## config.mk

```make
export PLATFORM = sky130hd
export DESIGN_NAME = ntt_bf_scheduler
export DESIGN_NICKNAME = d
export VERILOG_FILES = /design/src/rtl/ntt_bf_scheduler.sv
export SDC_FILE = /design/constraint.sdc
export NUM_CORES = 1
export LEC_CHECK = 0
export ABC_AREA = 1
export CAP_MARGIN = 20
export CELL_PAD_IN_SITES_DETAIL_PLACEMENT = 2
export CELL_PAD_IN_SITES_GLOBAL_PLACEMENT = 2
export CORE_UTILIZATION = 27
export DETAILED_ROUTE_END_ITERATION = 10
export PLACE_DENSITY_LB_ADDON = 0.1
export RECOVER_POWER = 100
export SETUP_SLACK_MARGIN = 0.02
export SLEW_MARGIN = 15
export SYNTH_ARGS = -nofsm -noshare
export SYNTH_HDL_FRONTEND = slang
export SYNTH_SLANG_ARGS = --single-unit
```

## constraint.sdc

```tcl
create_clock -name clk -period 1.7 [get_ports clk]
set_input_delay 0.255 -clock clk [delete_from_list [all_inputs] [get_ports clk]]
set_output_delay 0.255 -clock clk [all_outputs]
set_load 0.05 [all_outputs]
```

## src/rtl/ntt_bf_scheduler.sv

```systemverilog
// Butterfly sequencer for one iterative N-point NTT: walks the stage and butterfly counters, issues address/twiddle descriptors.
// Optional macro NTT_SCHED_INTT_EN: inverse=1 at start runs the stages in descending (Gentleman-Sande) order.
module ntt_bf_scheduler #(
   parameter int LOGN      = 3,
   parameter int STAGE_GAP = 2
) (
   input  logic            clk,
   input  logic            rst,
   input  logic            start,
   input  logic            inverse,
   output logic            busy,
   output logic            done,
   output logic            bf_valid,
   input  logic            bf_ready,
   output logic [LOGN-1:0] addr_a,
   output logic [LOGN-1:0] addr_b,
   output logic [LOGN-2:0] tw_idx,
   output logic [LOGN-1:0] stage
);

   typedef enum logic [1:0] {IDLE, RUN, GAP, DONE} state_t;

   localparam logic [LOGN-1:0] STAGE_LAST = LOGN'(LOGN - 1);
   localparam logic [LOGN-1:0] STAGE_ONE  = LOGN'(1);
   localparam logic [LOGN:0]   EXT_ONE    = (LOGN + 1)'(1);
   localparam logic [3:0]      GAP_LAST   = 4'(STAGE_GAP - 1);

   state_t          state, state_next;
   logic [LOGN-1:0] stage_cnt, stage_cnt_next;
   logic [LOGN-2:0] bf_cnt, bf_cnt_next;
   logic [3:0]      gap_cnt, gap_cnt_next;
   logic            inv_mode;
   logic [LOGN-1:0] start_stage;

`ifdef NTT_SCHED_INTT_EN
   logic inv_latch, inv_latch_next;
   assign inv_mode    = inv_latch;
   assign start_stage = inverse ? STAGE_LAST : '0;
`else
   logic unused_inverse;
   assign unused_inverse = inverse;
   assign inv_mode       = 1'b0;
   assign start_stage    = '0;
`endif

   logic [LOGN-1:0] last_stage, stage_step;
   logic            xfer, bf_last;

   assign last_stage = inv_mode ? '0 : STAGE_LAST;
   assign stage_step = inv_mode ? (stage_cnt - STAGE_ONE) : (stage_cnt + STAGE_ONE);
   assign xfer       = (state == RUN) && bf_ready;
   assign bf_last    = (bf_cnt == '1);

   always_ff @(posedge clk or posedge rst) begin
      if (rst) begin
         state     <= IDLE;
         stage_cnt <= '0;
         bf_cnt    <= '0;
         gap_cnt   <= '0;
`ifdef NTT_SCHED_INTT_EN
         inv_latch <= 1'b0;
`endif
      end else begin
         state     <= state_next;
         stage_cnt <= stage_cnt_next;
         bf_cnt    <= bf_cnt_next;
         gap_cnt   <= gap_cnt_next;
`ifdef NTT_SCHED_INTT_EN
         inv_latch <= inv_latch_next;
`endif
      end
   end

   always_comb begin
      state_next     = state;
      stage_cnt_next = stage_cnt;
      bf_cnt_next    = bf_cnt;
      gap_cnt_next   = gap_cnt;
`ifdef NTT_SCHED_INTT_EN
      inv_latch_next = inv_latch;
`endif
      case (state)
         IDLE: begin
            if (start) begin
               state_next     = RUN;
               stage_cnt_next = start_stage;
               bf_cnt_next    = '0;
`ifdef NTT_SCHED_INTT_EN
               inv_latch_next = inverse;
`endif
            end
         end
         RUN: begin
            if (xfer) begin
               if (bf_last) begin
                  bf_cnt_next = '0;
                  if (stage_cnt == last_stage) begin
                     state_next = DONE;
                  end else begin
                     stage_cnt_next = stage_step;
                     gap_cnt_next   = '0;
                     // A zero gap chains stages back-to-back without visiting GAP.
                     state_next     = (STAGE_GAP == 0) ? RUN : GAP;
                  end
               end else begin
                  bf_cnt_next = bf_cnt + 1'b1;
               end
            end
         end
         GAP: begin
            if (gap_cnt == GAP_LAST) begin
               state_next   = RUN;
               gap_cnt_next = '0;
            end else begin
               gap_cnt_next = gap_cnt + 1'b1;
            end
         end
         DONE: begin
            state_next     = IDLE;
            stage_cnt_next = '0;
            bf_cnt_next    = '0;
            gap_cnt_next   = '0;
`ifdef NTT_SCHED_INTT_EN
            inv_latch_next = 1'b0;
`endif
         end
         default: state_next = IDLE;
      endcase
   end

   // Address arithmetic is done one bit wider so the (s+1) shift never loses the top bit.
   logic [LOGN:0] bf_ext, h_ext, k_ext, a_ext, tw_ext;

   always_comb begin
      bf_ext = {2'b00, bf_cnt};
      h_ext  = EXT_ONE << stage_cnt;
      k_ext  = bf_ext & (h_ext - EXT_ONE);
      a_ext  = ((bf_ext >> stage_cnt) << (int'(stage_cnt) + 1)) | k_ext;
      tw_ext = k_ext << (LOGN - 1 - int'(stage_cnt));
   end

   assign bf_valid = (state == RUN);
   assign busy     = (state != IDLE);
   assign done     = (state == DONE);
   assign stage    = stage_cnt;
   assign addr_a   = bf_valid ? a_ext[LOGN-1:0] : '0;
   assign addr_b   = bf_valid ? (a_ext[LOGN-1:0] | h_ext[LOGN-1:0]) : '0;
   assign tw_idx   = bf_valid ? tw_ext[LOGN-2:0] : '0;

endmodule

```

After elaboration in Yosys (flattened, before gate mapping)

Index checks and enable logic that the tools add are counted.

Register bits after elaboration: 11
Word-level logic and storage cells: 60
Output and inout port bits: 14
Input bits: 5

Shift operators: 4
Add/sub/neg operators: 6
Multiplexer cells: 23
Equality and inequality tests: 11
Reduce and logical (&&, ||, !) cells: 9
Bitwise operators: 3

Operators with widths:

| kind                                                               | number |
|---|---|
| 4-bit by 32-bit left shift with 2-bit output                       | 1 |
| 3-bit 2-to-1 mux                                                   | 6 |
| 2-bit 2-to-1 mux                                                   | 8 |
| 4-bit 2-to-1 mux                                                   | 4 |
| 4-bit case mux with 3 select lines                                 | 1 |
| 3-bit case mux with 3 select lines                                 | 1 |
| 2-bit case mux with 4 select lines                                 | 1 |
| 4-bit AND reduction                                                | 2 |
| 2-bit == test, second input constant                               | 3 |
| 2-bit != test, second input constant                               | 3 |
| 3-bit bitwise OR                                                   | 2 |
| 2-bit case mux with 3 select lines                                 | 1 |
| 3-bit nonzero test                                                 | 2 |
| 5-bit AND reduction                                                | 1 |
| 3-bit by 1-bit adder with 4-bit output, second input constant      | 1 |
| 4-bit by 1-bit adder with 4-bit output, second input constant      | 1 |
| 2-bit by 4-bit AND with 4-bit output                               | 1 |
| 4-bit by 1-bit == test with 1-bit output, second input constant    | 1 |
| 2-bit by 1-bit != test with 1-bit output, second input constant    | 2 |
| 1-bit by 3-bit left shift with 4-bit output, first input constant  | 1 |
| 4-bit by 4-bit left shift with 3-bit output                        | 1 |
| 2-bit by 3-bit right shift with 4-bit output                       | 1 |
| 2-bit by 3-bit subtractor with 4-bit output, first input constant  | 1 |
| 4-bit by 1-bit subtractor with 4-bit output, second input constant | 1 |
| 9 further kinds                                                    | 9 |

Logic depth before layout (Yosys ltp)

Word-level depth: 6
Mapped depth: 9
Gate-level depth less buffers: 9

Worst setup path before layout

OpenSTA, ideal clock, no wires.

Path kind: reg-to-output
From: reg stage_cnt[0], in the netlist stage[0]
To: out tw_idx[1]
Arrival: 1.918 ns
Path slack: -0.473 ns
Path buffers: 0
Data required time: 1.445 ns
Stages on the path, launching flop included: 9
Cell sequence: dfrtp_1 inv_1 ha_1 inv_1 nor2_1 inv_1 nor2_1 nand2_1 inv_1

Cells in the longest elaborated chain, start to end: 5
Elaborated cells on any way between the ends: 6
Classes of those cells: add/sub: 2; shift: 2; mux: 1; bitwise: 1

RTL lines:

| item                                           | line | text |
|---|---|---|
| start: declaration                             | 29   | `logic [LOGN-1:0] stage_cnt, stage_cnt_next;` |
| start signal: assignment                       | 65   | `stage_cnt <= stage_cnt_next;` |
| 1-bit by 3-bit left shift with 4-bit output    | 136  | `h_ext = EXT_ONE << stage_cnt;` |
| 4-bit by 1-bit subtractor with 4-bit output    | 137  | `k_ext = bf_ext & (h_ext - EXT_ONE);` |
| 2-bit by 4-bit AND with 4-bit output           | 137  |  |
| 4-bit by 32-bit left shift with 2-bit output * | 139  | `tw_ext = k_ext << (LOGN - 1 - int'(stage_cnt));` |
| 2-bit 2-to-1 mux *                             | 148  | `assign tw_idx = bf_valid ? tw_ext[LOGN-2:0] : '0;` |
| end: declaration                               | 17   | `output logic [LOGN-2:0] tw_idx,` |

Mark *: on every way between the ends. The rest lies on a longest branch, timed or not.

Worst setup path after layout

Ends and elaborated chain as after synthesis.

==> metrics list <==
- HPWL Detailed: 2420 um
- Count of vias placed by the detailed router: 1,045
- The core region is 3130 sq um.
- Die X-Extent: 60.3 um
- Crit path max-delay family: flip-flops
* Number of antenna violations at the first check in global routing: 0
- After filler insertion, the fill cell instance count of the layout stands at 346.
- Internal reg-to-reg setup slack: 0.12 ns
- On the final layout, the worst hold slack is 0.400 ns.
- Commonest non-fill, non-tap cells in the layout: sky130_fd_sc_hd__nand2_1 (35), sky130_fd_sc_hd__buf_4 (16), sky130_fd_sc_hd__buf_12 (11)
- Leaving out fill and tap cells, the most frequent cell in the layout is sky130_fd_sc_hd__nand2_1.
- In this run, distinct cell masters in the synthesized netlist total 21.
- Mean instance size in the synthesized netlist: 6.70 sq um
- The first global-routing pass estimated 5440 um of wire.
- At the placement stage, the worst setup path has a slack of -0.0925 ns.
- Nets: 185
* Clk Latency, worst-skew pair: 0.28 ns
* Area delta synth->final: 69.2%
- 0 antenna diodes ended up in the layout.
* Post-route DRC: 0
- Final period utilization: 122%
* Proportion of layout cells with a drive suffix above 1: 47.7%
* Number of buffer and inverter stages on the critical path: 3
- In this run the worst path has a maximum fanout of 6.
* Violations in the final reports: negative setup slack
- The endpoint identified for the worst register-to-register timing path is stage[1].
- CTS H-Tree Depth: 1
* Worst path cell trace: inv_4 > ha_4 > nand2_1 > nand2_2 > nor2_4 > nor2_1 > nor2_1 > nand2_1 > clkinvlp_4 > buf_12
- Instance count on the critical path: 10
- Synthesis handed over a netlist of 137 instances.
- Post-synthesis sequential element count: 11
- Highest attainable clock frequency: 481 MHz
- The floorplan has 20 rows.
- Number of nets in the synthesized netlist: 149
- Routed Antenna Nets: 0
* Per-cell routed wire length: 16.5 um
* Max-slew headroom at the worst pin: 71.2%
- For the pin with the worst max-slew slack, the measured transition is 0.431 ns.
* Starting density of the core: 29.4%
* Number of buffer cells added on primary ports: 17
* Launching element type of the critical path: flop
- VDD sags by at most 0.932 mV.
* Io pins: 19
* Final weighted congestion of routability-driven global placement: 0.730
- Reg2Reg Depth: 8
- Die Area: 3640 sq um
- Buffers inserted during clock tree synthesis total 3.
* Via count normalized by instance count: 4.84
* Number of search-and-repair iterations in the first detailed-routing pass: 4
- Data on the critical path is required at its endpoint by 1.44 ns.
- In this run the critical register-to-register path is launched from stage[0].
- The min-delay analysis places its worst path in the category input port to async pin.
- Post-synthesis cell area: 918 sq um
- The most critical setup path has its endpoint at tw_idx[1].
* Critical Path End Type: primary output
* Count of max-cap constraint violations: 0
* Total grt overflow: 0
- After layout, the minimum clock period comes to 2.08 ns.
* Hold Vio Cnt, Final: 0
- After clock tree synthesis, the clock-pin slew on the worst setup and hold paths is 0.08 ns.
* Share of the synthesized area in the top cell type: 30.0%
* Overall routed net length: 3570 um
* Die height: 60.3 um
- Total power density per cell area: 2140 nW/um^2
* Maximum number of pins on one net before global-route repair: 12
- The critical path starts at stage[0].
- Number of buffers between clock root and the deepest sink: 2
- Between clock sinks in the finished design, the worst skew comes to 0.00459 ns.
- Setup repair after global routing could not meet its margin everywhere.
* Vias in the first global route: 1,110
- Summed over all cells, the static leakage comes to 0.738 nW.
* Total count of max-transition violations in the final report: 0
- The biggest area contributor in the post-synthesis netlist is sky130_fd_sc_hd__dfrtp_1.
- The largest individual stage delay along the critical path comes from the cell sky130_fd_sc_hd__dfrtp_4.
- Maximum cell stage delay along the critical path: 0.55 ns
- Final setup fails: 8
- TritonCTS clock tree: done
* Clock root cell: sky130_fd_sc_hd__clkbuf_4
- Leading post-synthesis cells by cell area: sky130_fd_sc_hd__dfrtp_1 (30%), sky130_fd_sc_hd__nand2_1 (20%), sky130_fd_sc_hd__ha_1 (9.5%)
- Clock tree synthesis found a total of 11 sinks.
- Number of design-rule violations left by the first detailed-router iteration: 19
- The flow ran to the end, but the final reports show violations.
- For this run, the register share of the synthesized area comes to 30.0%.
- Global routing used 20.2% of the available tracks across all layers.
* Count of warnings emitted by yosys: 0
* Crit Path Category: flop to primary output
- Once routing completed, OpenROAD measured the worst setup slack at -0.380 ns.
- At the worst endpoint, the arrival time is 1.83 ns.
==> stage by stage <==
step	total power, mW	cells	util (%)	setup TNS [ns]	area, sq um
after global placement	2.74	210	45.1	-0.0271	1410
after floorplan	1.86	137	-	-0.0960	993
final	3.33	216	49.7	-2.24	1550
after CTS	3.20	216	48.5	-2.10	1520
after global routing	3.54	216	49.7	-2.70	1550
after detailed placement	2.83	210	45.1	-0.301	1410
==> Yosys cell counts <==
cell type / instances
sky130_fd_sc_hd__a21oi_1: 1
sky130_fd_sc_hd__and3_1: 1
sky130_fd_sc_hd__dfrtp_1: 11
sky130_fd_sc_hd__ha_1: 7
sky130_fd_sc_hd__inv_1: 20
sky130_fd_sc_hd__inv_2: 2
sky130_fd_sc_hd__nand2_1: 48
sky130_fd_sc_hd__nand2_2: 2
sky130_fd_sc_hd__nand3_1: 7
sky130_fd_sc_hd__nand3_2: 2
sky130_fd_sc_hd__nand3_4: 1
sky130_fd_sc_hd__nand4_1: 5
sky130_fd_sc_hd__nor2_1: 16
sky130_fd_sc_hd__nor2_2: 1
sky130_fd_sc_hd__nor2_4: 1
sky130_fd_sc_hd__nor2_8: 1
sky130_fd_sc_hd__o21ai_0: 4
sky130_fd_sc_hd__o21ai_1: 3
sky130_fd_sc_hd__o21ai_2: 1
sky130_fd_sc_hd__or2_2: 1
sky130_fd_sc_hd__xor2_1: 2
==> power by group <==
| group | internal (mW) | leakage [nW] | total (mW) | switching (mW) |
|---|---|---|---|---|
| clock | 0.0874 | 0.0177 | 0.194 | 0.106 |
| sequential | 0.351 | 0.141 | 0.493 | 0.141 |
| combinational | 1.06 | 0.579 | 2.65 | 1.58 |
==> worst reg2reg max path, stage by stage (launching register included) <==
cell and delay [ns]:
sky130_fd_sc_hd__dfrtp_4 0.50, sky130_fd_sc_hd__inv_4 0.06, sky130_fd_sc_hd__buf_6 0.12, sky130_fd_sc_hd__ha_1 0.22
sky130_fd_sc_hd__nand3_4 0.14, sky130_fd_sc_hd__buf_4 0.16, sky130_fd_sc_hd__nand3_2 0.10, sky130_fd_sc_hd__nand2_1 0.11
sky130_fd_sc_hd__nand2_1 0.06
==> cell type report <==
class / instances / area (sq um) / share of cell area (%)
well taps: 44 / 55.1 / 3.54
flip-flops and latches: 11 / 282 / 18.1
clock inverters: 1 / 5.00 / 0.322
clock buffers: 3 / 22.5 / 1.45
multi-input cells: 104 / 708 / 45.6
inverters: 22 / 100 / 6.44
repair buffers: 31 / 382 / 24.6
==> timing repair <==
action / 4_1_cts / 5_1_grt
pin swaps: 8 / 5
endpoints found under the setup margin: 8 / 8
gates resized for setup: 22 / 9
buffers inserted: 2 / 0
cloned: 0 / 0
hold buffers: 0 / 0
==> metal layers <==
layer  global-route usage (%)  routed length (um)
met1                     27.2                1600
met2                     35.3                1840
met3                     2.60                  78
met4                     1.99                  39
met5                        0                   0
==> how the worst min path moves through the flow <==
stage,cells after the start,end,startpoint
after detailed placement,2,gap_cnt[3],gap_cnt[3]
after global placement,2,gap_cnt[3],gap_cnt[3]
after floorplan,1,bf_cnt[0],rst
after global routing,2,stage[0],rst
after CTS,2,stage[0],rst
final,2,stage[0],rst
==> state kept, by name, summed over array words and instances (netlist names) <==
signal / count
gap_cnt: 4
bf_cnt: 2
stage: 3
state: 2
==> kinds of logic (layout without fill, tap and decap cells) <==
| kind of cell | Yosys count | after routing | synth area share [%] |
|---|---|---|---|
| AO/OA/AOI/OAI | 9 | 9 | 5.31 |
| XOR/XNOR | 2 | 2 | 1.91 |
| adder cells (fa/ha/maj) | 7 | 7 | 9.54 |
| buffers and inverters | 22 | 57 | 8.99 |
| flip-flops | 11 | 11 | 30.0 |
| AND/OR/NAND/NOR | 86 | 86 | 44.3 |
(Power assumes the default switching activity.)
